**src/rtl/uart_reg_bridge.sv**
```systemverilog
// uart_reg_bridge: turns UART command frames into register-bus reads/writes and sends back ACK/NAK/read data
// Ports:
//   clk, rst_n               clock (rising edge), synchronous active-low reset
//   rx_done_i, rx_data_i     received-byte strobe and byte
//   tx_done_i                transmitter finished the previous byte
//   tx_wr_o, tx_data_o       transmit request strobe and byte
//   reg_addr_o, reg_wdata_o  register address and write data, held between strobes
//   reg_wr_o, reg_rd_o       one-cycle write / read strobes
//   reg_rdata_i              read data, valid one cycle after reg_rd_o
//   err_o                    sticky flags {overrun, frame error}
module uart_reg_bridge #(
    parameter int ADDR_W      = 8,
    parameter int DATA_BYTES  = 1,
    parameter int TIMEOUT_CYC = 500000
) (
    input  logic                    clk,
    input  logic                    rst_n,
    input  logic                    rx_done_i,
    input  logic [7:0]              rx_data_i,
    input  logic                    tx_done_i,
    output logic                    tx_wr_o,
    output logic [7:0]              tx_data_o,
    output logic [ADDR_W-1:0]       reg_addr_o,
    output logic [8*DATA_BYTES-1:0] reg_wdata_o,
    output logic                    reg_wr_o,
    output logic                    reg_rd_o,
    input  logic [8*DATA_BYTES-1:0] reg_rdata_i,
    output logic [1:0]              err_o
);
    localparam int DATA_W     = 8 * DATA_BYTES;
    localparam int ADDR_BYTES = (ADDR_W + 7) / 8;
    localparam int TMO_W      = $clog2(TIMEOUT_CYC);
    localparam logic [2:0] ADDR_LAST = 3'(ADDR_BYTES - 1);
    localparam logic [2:0] DATA_LAST = 3'(DATA_BYTES - 1);
    localparam logic [2:0] DATA_CNT  = 3'(DATA_BYTES);
    localparam logic [TMO_W-1:0] TMO_LAST = TMO_W'(TIMEOUT_CYC - 1);
    localparam logic [7:0] CMD_WR = 8'h57;
    localparam logic [7:0] CMD_RD = 8'h52;
    localparam logic [7:0] ACK    = 8'h06;
    localparam logic [7:0] NAK    = 8'h15;

    typedef enum logic [2:0] {IDLE, ADDR, WDATA, WRITE, READ, RCAP, TXSEND, TXWAIT} state_t;

    state_t            state;
    logic              is_wr;
    logic [2:0]        cnt;
    logic [TMO_W-1:0]  tmo;
    logic [ADDR_W-1:0] addr_sh;
    logic [DATA_W-1:0] data_sh;
    logic [DATA_W-1:0] resp;

    always_ff @(posedge clk) begin
        if (!rst_n) begin
            state       <= IDLE;
            is_wr       <= 1'b0;
            cnt         <= '0;
            tmo         <= '0;
            addr_sh     <= '0;
            data_sh     <= '0;
            resp        <= '0;
            tx_wr_o     <= 1'b0;
            tx_data_o   <= '0;
            reg_addr_o  <= '0;
            reg_wdata_o <= '0;
            reg_wr_o    <= 1'b0;
            reg_rd_o    <= 1'b0;
            err_o       <= '0;
        end else begin
            tx_wr_o  <= 1'b0;
            reg_wr_o <= 1'b0;
            reg_rd_o <= 1'b0;
            // bytes arriving while a command executes or answers are dropped
            if (rx_done_i && state inside {WRITE, READ, RCAP, TXSEND, TXWAIT}) err_o[1] <= 1'b1;
            case (state)
                IDLE: if (rx_done_i) begin
                    is_wr <= rx_data_i == CMD_WR;
                    tmo   <= '0;
                    if (rx_data_i == CMD_WR || rx_data_i == CMD_RD) begin
                        cnt   <= '0;
                        state <= ADDR;
                    end else begin
                        err_o[0]  <= 1'b1;
                        tx_data_o <= NAK;
                        tx_wr_o   <= 1'b1;
                        cnt       <= 3'd1;
                        state     <= TXSEND;
                    end
                end
                ADDR: if (rx_done_i) begin
                    // shifting through a cast drops address bits above ADDR_W
                    addr_sh <= ADDR_W'({addr_sh, rx_data_i});
                    tmo     <= '0;
                    cnt     <= (cnt == ADDR_LAST) ? 3'd0 : cnt + 3'd1;
                    if (cnt == ADDR_LAST) begin
                        if (is_wr) state <= WDATA;
                        else begin
                            reg_addr_o <= ADDR_W'({addr_sh, rx_data_i});
                            reg_rd_o   <= 1'b1;
                            state      <= READ;
                        end
                    end
                end else if (tmo == TMO_LAST) begin
                    err_o[0] <= 1'b1;
                    state    <= IDLE;
                end else tmo <= tmo + TMO_W'(1);
                WDATA: if (rx_done_i) begin
                    data_sh <= DATA_W'({data_sh, rx_data_i});
                    tmo     <= '0;
                    cnt     <= (cnt == DATA_LAST) ? 3'd0 : cnt + 3'd1;
                    if (cnt == DATA_LAST) begin
                        reg_addr_o  <= addr_sh;
                        reg_wdata_o <= DATA_W'({data_sh, rx_data_i});
                        reg_wr_o    <= 1'b1;
                        state       <= WRITE;
                    end
                end else if (tmo == TMO_LAST) begin
                    err_o[0] <= 1'b1;
                    state    <= IDLE;
                end else tmo <= tmo + TMO_W'(1);
                WRITE: begin
                    tx_data_o <= ACK;
                    tx_wr_o   <= 1'b1;
                    cnt       <= 3'd1;
                    state     <= TXSEND;
                end
                READ: state <= RCAP;
                RCAP: begin
                    // first byte goes out now, the rest stays queued MSB-first in resp
                    tx_data_o <= reg_rdata_i[DATA_W-1 -: 8];
                    resp      <= reg_rdata_i << 8;
                    tx_wr_o   <= 1'b1;
                    cnt       <= DATA_CNT;
                    state     <= TXSEND;
                end
                TXSEND: begin
                    cnt   <= cnt - 3'd1;
                    state <= TXWAIT;
                end
                TXWAIT: if (tx_done_i) begin
                    if (cnt != 3'd0) begin
                        tx_data_o <= resp[DATA_W-1 -: 8];
                        resp      <= resp << 8;
                        tx_wr_o   <= 1'b1;
                        state     <= TXSEND;
                    end else state <= IDLE;
                end
                default: state <= IDLE;
            endcase
        end
    end
endmodule
```
**config.mk**
```make
export PLATFORM = sky130hd
export DESIGN_NAME = uart_reg_bridge
export DESIGN_NICKNAME = d
export VERILOG_FILES = /design/src/rtl/uart_reg_bridge.sv
export SDC_FILE = /design/constraint.sdc
export NUM_CORES = 1
export LEC_CHECK = 0
export CORE_UTILIZATION = 53
export DETAILED_ROUTE_END_ITERATION = 8
export PLACE_DENSITY_LB_ADDON = 0.12
export SYNTH_ARGS = -nofsm -noshare
export SYNTH_HDL_FRONTEND = slang
export SYNTH_SLANG_ARGS = --single-unit
```
**constraint.sdc**
```tcl
create_clock -name clk -period 3.1 [get_ports clk]
set_clock_uncertainty 0.15 [all_clocks]
set_input_delay 0.775 -clock clk [delete_from_list [all_inputs] [get_ports clk]]
set_output_delay 0.775 -clock clk [all_outputs]
set_load 0.01 [all_outputs]
```
# Yosys cells after proc, flatten, opt, wreduce, memory -nomap -nowiden
# Index checks and enable logic that the tools add are counted.
# W data, S select, Z words.
[totals]
out_inout_bits = 29
in_bits = 20
register_bits = 71
word_cells = 113
[op_classes]
reduce_logical = 25
muxes = 46
n_addsub = 3
eq_ne = 25
[op_table]
columns = ["op", "count"]
rows = [
  ["$mux W8", 11],
  ["$mux W19", 3],
  ["$mux W3", 13],
  ["$pmux W19 S2", 1],
  ["$pmux W8 S2", 2],
  ["$pmux W8 S4", 1],
  ["$pmux W3 S7", 1],
  ["$add A19 B1 Y19 const B", 1],
  ["$eq A19 B19 Y1 const B", 1],
  ["$ne A2 B2 Y1 const B", 9],
  ["$eq A8 B7 Y1 const B", 2],
  ["$reduce_and A3 Y1", 5],
  ["$eq A3 B3 Y1 const B", 4],
  ["$pmux W3 S4", 1],
  ["$mux W1", 11],
  ["$reduce_and A5 Y1", 2],
  ["$ne A3 B3 Y1 const B", 3],
  ["$reduce_and A4 Y1", 2],
  ["$reduce_bool A4 Y1", 2],
  ["$eq A3 B2 Y1 const B", 2],
  ["$logic_not A3 Y1", 2],
  ["$ne A2 B1 Y1 const B", 3],
  ["$reduce_and A6 Y1", 1],
  ["$reduce_bool A2 Y1", 3],
  ["11 further kinds", 13],
]

# Longest topological paths before layout
# Gate-level depths: netlist of the first run.
[depth]
depth_word = 5
depth_mapped = 9
depth_no_buf = 7

# Worst setup path before layout of the first run
# No wires, ideal clock.
[synth_path]
path_kind = "input -> register"
start = "input rx_data_i[7]"
end = "register tx_data_o[0]"
t_arrival_ns = 2.035
required_time_ns = 2.831
setup_slack_ns = 0.796
setup_ns = 0.119
path_buffers = 0
stages = 5
path_cell_list = "nor4bb_1 > nand3_1 > nor4_1 > nor2_1 > o221a_2"
[synth_between]
elab_chain_cells = 4
word_cells_on_any_way = 5
cone_classes = "eq/ne: 3; reduce/logical: 2"
[synth_rtl]
columns = ["element", "line", "source"]
rows = [
  ["from (decl)", "19", "input logic [7:0] rx_data_i,"],
  ["$eq A8 B7 Y1", "78", "if (rx_data_i == CMD_WR || rx_data_i == CMD_RD) begin"],
  ["$logic_or A1 B1 Y1 (*)", "78", ""],
  ["$ne A2 B2 Y1 (no line) (*)", "--", ""],
  ["$reduce_and A5 Y1 (no line) (*)", "--", ""],
  ["to (signal assigned)", "129", "tx_data_o <= reg_rdata_i[DATA_W-1 -: 8];"],
  ["to (signal assigned)", "141", "tx_data_o <= resp[DATA_W-1 -: 8];"],
  ["to (decl)", "22", "output logic [7:0] tx_data_o,"],
]
# Mark *: on every way between the ends. The rest lies on a longest branch, timed or not.
# A chain may end at the register's enable or synchronous reset.

# Worst setup path in the final report of the first run
[layout_path]
start = "input rx_data_i[4]"
end = "register tx_data_o[5]"
# Same word-level chain as after synthesis.

==> results.json, run 1 <==
{
  "crit_path_max_fanout": 5,
  "drt_iter0_drc": 257,
  "drtAntennaViolNets": 0,
  "use_met1": 0.352,
  "grt_pass1_wl_um": 12500,
  "instances_no_fill": 502,
  "ys.flop_type": "dfxtp_1",
  "fp.dieW_um": 78.1,
  "syn-num-nets": 394,
  "finalMaxSlewViolations": 0,
  "tightest_slew_ps": 866,
  "cts_buffer_depth": 2,
  "grt_max_degree": 28,
  "path_cells": "clkdlybuf4s50_1 -> nor4bb_1 -> nand3_1 -> nor4_1 -> buf_4 -> or2_1 -> a32o_1",
  "slowest_stage": "clkdlybuf4s50_1",
  "cts_resized": 0,
  "cp.arrival_ps": 2790,
  "io_pins": 49,
  "hpwl_um": 5380,
  "power_leakage_nw": 1.39,
  "antenna_cells": 0,
  "rsz0062_at_grt": "no",
  "slew_headroom": 0.422,
  "worstHoldPathType": "reg2reg",
  "die_h_um": 78.1,
  "core_um2": 5540,
  "first_global_vias": 2682,
  "layout-drive-gt1-share": 0.100,
  "async_flop_share": 0,
  "critPathLaunchType": "input pin",
  "area_growth_pct": 26.6,
  "cap_violations": 0,
  "r2r-start": "tmo[5]$_SDFFE_PN0P_",
  "setup_viol": 0,
  "ys_seq_area_frac": 0.411,
  "pwr-share-clk": 0.236,
  "p_per_area_nw_per_um2": 807,
  "min_from": "addr_sh[2]$_SDFFE_PN0P_",
  "period_needed_ps": 2660,
  "reg2reg_depth": 5,
  "p_switching_w": 0.00117,
  "cts_tree": "done",
  "synth_cell_types": 53,
  "cpPeakStageDelay_ps": 520,
  "grt-ovfl-total": 0,
  "crit_start": "rx_data_i[4]",
  "gp_congestion": 0.853,
  "syn_inst": 370,
  "seq_power_share": 0.349,
  "worstSetupEndpointType": "flop",
  "reg2reg_to": "state[1]$_SDFFE_PN0P_",
  "fin_hold_ws_ps": 308,
  "syn_area_per_cell_um2": 8.30,
  "numPortBuffers": 48,
  "r2r_setup_slack_ps": 640,
  "avgViaCountPerCell": 5.79,
  "finalSetupTns_ps": 0,
  "use_met3": 0.0558,
  "fp-row-count": 27,
  "final_cell_mix": "dfxtp_1 (63), clkdlybuf4s50_1 (48), nor2_1 (46)",
  "htreeDepth": 3,
  "fin_crit_sh": 0.857,
  "final_common_cell": "dfxtp_1",
  "antenna_found_initial": 0,
  "critPathRequiredTime_ps": 3230,
  "power_frac_comb": 0.415,
  "clock_sinks": 63,
  "synth_area_um2": 3070,
  "hold_viol": 0,
  "worstSkewPairLatency_ps": 340,
  "drc": 0,
  "use_met2": 0.402,
  "internal_power_w": 0.00196,
  "wl_per_cell_um": 15.0,
  "clockRootBuffer": "clkbuf_8",
  "path_buf_inv": 2,
  "path_class": "in2reg",
  "synth_seq_cells": 63,
  "dp.cells": 486,
  "wl_um": 7550,
  "nets": 449,
  "hold_end": "addr_sh[2]$_SDFFE_PN0P_",
  "grt.total_usage": 0.265,
  "nFillCells": 466,
  "initial_core_util": 0.554,
  "status": "finished clean",
  "hold_depth": 2,
  "clkTransAtPathRegs_ps": 70,
  "gr-max-usage-layer": "met2",
  "timing.final.ws_setup_ps": 442,
  "post-cts-setup-buffers": 0,
  "post-place-ws_ps": 127,
  "die-area_um2": 6100,
  "cts_buffers": 9,
  "drt_first_pass_iters": 4,
  "p_sw_frac": 0.374,
  "fmax_mhz": 376,
  "max-vdd-ir-drop_v": 0.000431,
  "cpLargestDelayFamily": "simple AND/OR/NAND/NOR gates",
  "synth_edf_count": 0,
  "vias": 2908,
  "ys_warn_count": 0,
  "cts_hold_buf": 0
}
Yosys cell counts, types with 2 or more instances:
cell,number,share of area
o211ai_1,7,0.017
and2_1,2,0.0041
nand4_1,5,0.010
nand2b_1,5,0.010
and3_1,3,0.0061
o21a_1,2,0.0049
nor3_1,11,0.018
a32o_1,5,0.016
o21ai_1,3,0.0049
a211oi_1,11,0.027
nor2b_1,5,0.010
nand3_1,11,0.018
o21ai_0,13,0.021
o22a_1,2,0.0057
or2_2,2,0.0041
buf_1,2,0.0024
a21o_1,3,0.0073
o31ai_1,2,0.0049
nor4bb_1,2,0.0065
nor4_1,2,0.0041
xor2_1,6,0.017
or3_1,6,0.012
o22ai_1,3,0.0061
and4_1,2,0.0057
buf_2,4,0.0065
o221a_2,3,0.011
inv_2,3,0.0037
inv_1,8,0.0098
ha_1,4,0.016
a21oi_1,29,0.047
nor2_1,46,0.056
or4_1,7,0.017
xnor2_1,4,0.011
mux2i_1,17,0.055
clkbuf_1,13,0.016
dfxtp_1,63,0.41
nand2_1,38,0.046
sequential cells by signal, summed over array words and instances, names as in the netlist:
signal and count:
state 3, err_o 2, reg_wr_o 1, is_wr 1, cnt 3, reg_addr_o 8, tmo 19, tx_data_o 8
addr_sh 8, reg_rd_o 1, reg_wdata_o 8, tx_wr_o 1
power groups by stage:
stage	combinational, W	clock (W)	sequential [W]
after floorplan	0.000878	0	0.00107
after global placement	0.00126	0	0.00111
after detailed placement	0.00129	0	0.00111
after CTS	0.00130	0.000750	0.00109
after global routing	0.00143	0.000780	0.00112
final	0.00130	0.000740	0.00109
through the flow:
stage                     area (µm²)  power [W]   util
final                           3890    0.00314  0.702
after global routing            3890    0.00333  0.702
after CTS                       3890    0.00314  0.702
after detailed placement        3680    0.00240  0.664
after global placement          3680    0.00237  0.664
after floorplan                 3070    0.00194      -
cell type report:
cell class / count / area [µm²] / area share
Inverter: 11 / 41.3 / 0.0106
Timing Repair Buffer: 63 / 593 / 0.153
Clock inverter: 3 / 40.0 / 0.0103
Tap cell: 72 / 90.1 / 0.0232
Sequential cell: 63 / 1260 / 0.324
Clock buffer: 13 / 169 / 0.0435
Multi-Input combinational cell: 277 / 1690 / 0.435
cell families after synthesis:
family / Yosys count / synth area share
simple gates: 153 / 0.246
compound gates: 93 / 0.205
flops: 63 / 0.411
buf+inv: 30 / 0.0383
mux: 17 / 0.0554
xor+xnor: 10 / 0.0285
fa+ha+maj: 4 / 0.0163
layer usage:
metal	vias to the layer above	wire length, µm
li1	1448	-
met1	1368	3600
met2	80	3440
met3	12	391
met4	0	130
met5	-	0
worst min-delay path: cells and delay by family (launching register included):
| family | cells | cell delay, ps |
|---|---|---|
| flops | 1 | 310 |
| simple gates | 1 | 50 |
| compound gates | 1 | 50 |
worst max path at each step:
stage                                     end  slack, ps  cells after the start
finish              tx_data_o[5]$_SDFFE_PN0P_        440                      7
global route        tx_data_o[6]$_SDFFE_PN0P_        300                      7
CTS                 tx_data_o[5]$_SDFFE_PN0P_        490                      7
detailed placement  tx_data_o[5]$_SDFFE_PN0P_        130                      7
global placement    tx_data_o[0]$_SDFFE_PN0P_        190                      7
floorplan           tx_data_o[0]$_SDFFE_PN0P_        800                      5
No activity file was read; power rests on OpenSTA's default activity.
==> inputs of run 2 (changes only) <==
Settings changed: ABC_CLOCK_PERIOD_IN_PS from default to 3100, CORE_MARGIN from default to 2, PLACE_DENSITY from default to 0.79, PLACE_DENSITY_LB_ADDON 0.12 to default.
==> run 2 against run 1 <==
Effect of this change:
- combinational power about the same
- clock power up 0.9%
- final area down 0.64%
- non-clock buffer count is 2 lower
- largest cell class unchanged
- maximum frequency increased by 1.7%
==> results.json, run 2 (synthesis gave the netlist of run 1 again) <==
{
  "clock_sinks": 63,
  "drc": 0,
  "clockRootBuffer": "clkbuf_8",
  "die_h_um": 80.1,
  "grt_max_degree": 28,
  "power_frac_comb": 0.421,
  "critPathLaunchType": "input pin",
  "fmax_mhz": 383,
  "nFillCells": 460,
  "seq_power_share": 0.340,
  "clkTransAtPathRegs_ps": 70,
  "p_switching_w": 0.00117,
  "drt_first_pass_iters": 4,
  "initial_core_util": 0.554,
  "path_cells": "clkdlybuf4s50_1 -> nor4bb_1 -> nand3_1 -> nor4_1 -> buf_4 -> nor2_1 -> o221a_2",
  "io_pins": 49,
  "slew_headroom": 0.515,
  "power_w": 0.00312,
  "internal_power_w": 0.00195,
  "hpwl_um": 5140,
  "antenna_cells": 0,
  "htreeDepth": 3,
  "die-area_um2": 6420,
  "tightest_slew_ps": 727,
  "post-cts-setup-buffers": 0,
  "post-place-ws_ps": 169,
  "avgViaCountPerCell": 5.73,
  "period_needed_ps": 2610,
  "setup_viol": 0,
  "cts_hold_buf": 0,
  "final_cell_mix": "dfxtp_1 (63), clkdlybuf4s50_1 (48), nor2_1 (46)",
  "grt_pass1_wl_um": 12400,
  "area_growth_pct": 25.7,
  "fp.dieW_um": 80.1,
  "core_um2": 5540,
  "fin_area_um2": 3860,
  "cpLargestDelayFamily": "simple AND/OR/NAND/NOR gates",
  "grt-ovfl-total": 0,
  "cts_buffers": 9,
  "wl_per_cell_um": 14.8,
  "largest_reg_flops": 19,
  "status": "finished clean",
  "finalMaxSlewViolations": 0,
  "crit_path_max_fanout": 5,
  "cpPeakStageDelay_ps": 540,
  "pwr-share-clk": 0.239,
  "drt_iter0_drc": 266,
  "critPathRequiredTime_ps": 3190,
  "largest_register": "tmo",
  "fin_crit_sh": 0.843,
  "slowest_stage": "clkdlybuf4s50_1",
  "vias": 2853,
  "path_buf_inv": 2,
  "nets": 447,
  "finalSetupTns_ps": 0,
  "multiInputGateArea_um2": 1690,
  "fp-row-count": 27,
  "cap_violations": 0,
  "cp.arrival_ps": 2710,
  "max-vdd-ir-drop_v": 0.000499,
  "grt.total_usage": 0.248,
  "hold_viol": 0,
  "p_sw_frac": 0.374,
  "path_class": "in2reg",
  "final_common_cell": "dfxtp_1",
  "cts_resized": 0,
  "worstHoldPathType": "reg2reg",
  "final-seq-area_um2": 1260,
  "antenna_found_initial": 0,
  "dpl_cell_area_um2": 3660,
  "drtAntennaViolNets": 0,
  "first_global_vias": 2661,
  "worstSetupEndpointType": "flop",
  "wl_um": 7390,
  "p_per_area_nw_per_um2": 809,
  "layout-drive-gt1-share": 0.0939,
  "power_leakage_nw": 1.37,
  "rsz0062_at_grt": "no",
  "timing.final.ws_setup_ps": 487,
  "gp_congestion": 0.885,
  "worstSkewPairLatency_ps": 350,
  "numPortBuffers": 48,
  "cts_tree": "done",
  "cts_buffer_depth": 2
}
## run 2: cell count changes in the layout (fill, tap and decap cells not counted)
| cell | change |
|---|---|
| bufinv_16 | +1 |
| buf_4 | -2 |
| clkinv_2 | +1 |
| clkbuf_8 | -3 |
| clkbuf_1 | -1 |
## run 2: final cells by class
class / instances / area share
multi-input cells: 277 / 0.438
flip-flops and latches: 63 / 0.327
repair buffers: 61 / 0.150
clock buffers: 9 / 0.0321
well taps: 72 / 0.0233
clock inverters: 5 / 0.0194
inverters: 11 / 0.0107
## run 2: power by group through the flow
stage,clock network [W],logic [W],registers [W]
after global routing,0.000799,0.00145,0.00108
after CTS,0.000764,0.00131,0.00106
after detailed placement,0,0.00130,0.00108
final,0.000747,0.00131,0.00106
after floorplan,0,0.000878,0.00107
after global placement,0,0.00127,0.00107
## run 2: path summary, 6_finish.rpt
check	start	to	slack [ps]	depth (start not counted)
max	rx_data_i[4]	tx_data_o[4]$_SDFFE_PN0P_	490	7
max reg2reg	tmo[5]$_SDFFE_PN0P_	state[1]$_SDFFE_PN0P_	650	5
min reg2reg	addr_sh[3]$_SDFFE_PN0P_	addr_sh[3]$_SDFFE_PN0P_	300	2
min	addr_sh[3]$_SDFFE_PN0P_	addr_sh[3]$_SDFFE_PN0P_	300	2
## run 2: metrics by stage
| step | hold slack (ps) | util | cells |
|---|---|---|---|
| 2_1_floorplan | 286 | - | 370 |
| 3_3_place_gp | 292 | 0.661 | 484 |
| 3_5_place_dp | 296 | 0.661 | 484 |
| 4_1_cts | 305 | 0.697 | 498 |
| 5_1_grt | 319 | 0.697 | 498 |
| 6_report | 303 | 0.697 | 498 |
## run 2: per-layer routing
metal	track usage	vias to the layer above	share of wire
li1	-	1454	-
met1	0.320	1299	0.45
met2	0.396	87	0.48
met3	0.0528	13	0.054
met4	0.115	0	0.015
met5	0	-	0
## run 2: tightest hold or removal path: stages (launching register included)
cell and delay, ps:
dfxtp_1 310, nand2_1 50, a21oi_1 50
==> inputs of run 3 (changes only) <==
Settings changed: ABC_CLOCK_PERIOD_IN_PS 3100 to 2700.
Clock period 3.1 ns to 2.7 ns, I/O delays scaled along.
==> run 3 against run 2 <==
Effect of this change:
- register-to-register slack lost 430 ps
- critical path depth fell by 2
- die area stayed put
- non-clock buffer count up 12
- sequential cell count stayed put
- largest cell class unchanged
==> results.json, run 3 (synthesis gave the netlist of run 1 again) <==
{
  "reg2reg_depth": 5,
  "cpPeakStageDelay_ps": 610,
  "vias": 2956,
  "finalSetupTns_ps": 0,
  "max-vdd-ir-drop_v": 0.000452,
  "clkTransAtPathRegs_ps": 70,
  "first_global_vias": 2926,
  "avgViaCountPerCell": 5.77,
  "reg2reg_to": "state[0]$_SDFFE_PN0P_",
  "final_cell_mix": "dfxtp_1 (63), clkdlybuf4s50_1 (48), nor2_1 (46)",
  "die-area_um2": 6420,
  "post-place-ws_ps": -28.9,
  "cts_buffers": 9,
  "worstSetupEndpointType": "flop",
  "clock_sinks": 63,
  "fin_util": 0.715,
  "hold_viol": 0,
  "r2r-start": "tmo[5]$_SDFFE_PN0P_",
  "htreeDepth": 3,
  "rsz0062_at_grt": "no",
  "critPathRequiredTime_ps": 2770,
  "drc": 0,
  "drt_iter0_drc": 328,
  "grt_max_degree": 33,
  "clockRootBuffer": "clkbuf_8",
  "crit_path_max_fanout": 6,
  "final_common_cell": "dfxtp_1",
  "fmax_mhz": 404,
  "worstHoldPathType": "reg2reg",
  "crit_start": "tmo[5]$_SDFFE_PN0P_",
  "numPortBuffers": 48,
  "layout-drive-gt1-share": 0.123,
  "cts_hold_buf": 0,
  "drtAntennaViolNets": 0,
  "path_cells": "or4_1 -> or4_4 -> or3_1 -> a31oi_1 -> a211oi_1",
  "fp-row-count": 27,
  "worstSkewPairLatency_ps": 340,
  "gp_congestion": 0.905,
  "path_class": "reg2reg",
  "largest_register": "tmo",
  "cp.arrival_ps": 2550,
  "wl_per_cell_um": 14.8,
  "wl_um": 7570,
  "slowest_stage": "or4_4",
  "antenna_cells": 0,
  "p_per_area_nw_per_um2": 898,
  "nets": 459,
  "timing.critical_path.to": "state[0]$_SDFFE_PN0P_",
  "setup_viol": 0,
  "core_um2": 5540,
  "grt_pass1_wl_um": 13000,
  "grt-ovfl-total": 0,
  "io_pins": 49,
  "nFillCells": 451,
  "status": "finished clean",
  "r2r_setup_slack_ps": 220,
  "hold_depth": 2,
  "fin_crit_sh": 0.918,
  "power_leakage_nw": 1.43,
  "finalMaxSlewViolations": 0,
  "timing.final.ws_setup_ps": 222,
  "cts_tree": "done",
  "period_needed_ps": 2480,
  "cap_violations": 0,
  "cts_resized": 0,
  "slew_headroom": 0.468,
  "die_h_um": 80.1,
  "area_growth_pct": 28.9,
  "hpwl_um": 5460,
  "critPathLaunchType": "flop",
  "fp.dieW_um": 80.1,
  "cts_buffer_depth": 2,
  "tightest_slew_ps": 797,
  "initial_core_util": 0.554,
  "antenna_found_initial": 0,
  "grt.total_usage": 0.257,
  "largest_reg_flops": 19,
  "post-cts-setup-buffers": 0,
  "drt_first_pass_iters": 4
}
[run 3: stage by stage]
| step | hold slack (ps) | cells | total power, W | instance area (µm²) |
|---|---|---|---|---|
| floorplan | 286 | 370 | 0.00223 | 3070 |
| global placement | 293 | 496 | 0.00273 | 3770 |
| detailed placement | 298 | 496 | 0.00278 | 3770 |
| CTS | 307 | 512 | 0.00356 | 3960 |
| global route | 328 | 512 | 0.00380 | 3960 |
| finish | 305 | 512 | 0.00356 | 3960 |
[run 3: worst min path at each step]
stage / start / slack [ps] / endpoint
global placement: addr_sh[2]$_SDFFE_PN0P_ / 290 / addr_sh[2]$_SDFFE_PN0P_
global route: addr_sh[2]$_SDFFE_PN0P_ / 330 / addr_sh[2]$_SDFFE_PN0P_
floorplan: addr_sh[0]$_SDFFE_PN0P_ / 290 / addr_sh[0]$_SDFFE_PN0P_
finish: addr_sh[7]$_SDFFE_PN0P_ / 310 / addr_sh[7]$_SDFFE_PN0P_
detailed placement: addr_sh[7]$_SDFFE_PN0P_ / 300 / addr_sh[7]$_SDFFE_PN0P_
CTS: addr_sh[7]$_SDFFE_PN0P_ / 310 / addr_sh[7]$_SDFFE_PN0P_
[run 3: power breakdown]
group / switching [W] / leakage, nW / internal, W
Clock: 0.000371 / 0.0946 / 0.000408
Sequential: 0.000172 / 0.511 / 0.00108
Combinational: 0.000825 / 0.820 / 0.000699
[run 3: critical path: cells and delay by family (launching register included)]
| kind | cells | cell delay (ps) |
|---|---|---|
| simple gates | 3 | 1520 |
| compound gates | 2 | 320 |
| flops | 1 | 360 |
[run 3: routing by layer]
layer	vias to the layer above	wire [µm]	GRT usage
met4	0	140	0.0932
met1	1367	3350	0.311
met2	90	3720	0.448
met5	-	0	0
met3	15	360	0.0539
li1	1484	-	-
[run 3: final cells by class]
class / count / area (µm²) / area share
multi-input cells: 277 / 1690 / 0.427
inverters: 11 / 41.3 / 0.0104
repair buffers: 73 / 681 / 0.172
flip-flops and latches: 63 / 1260 / 0.318
well taps: 72 / 90.1 / 0.0227
clock inverters: 4 / 28.8 / 0.00727
clock buffers: 12 / 165 / 0.0417
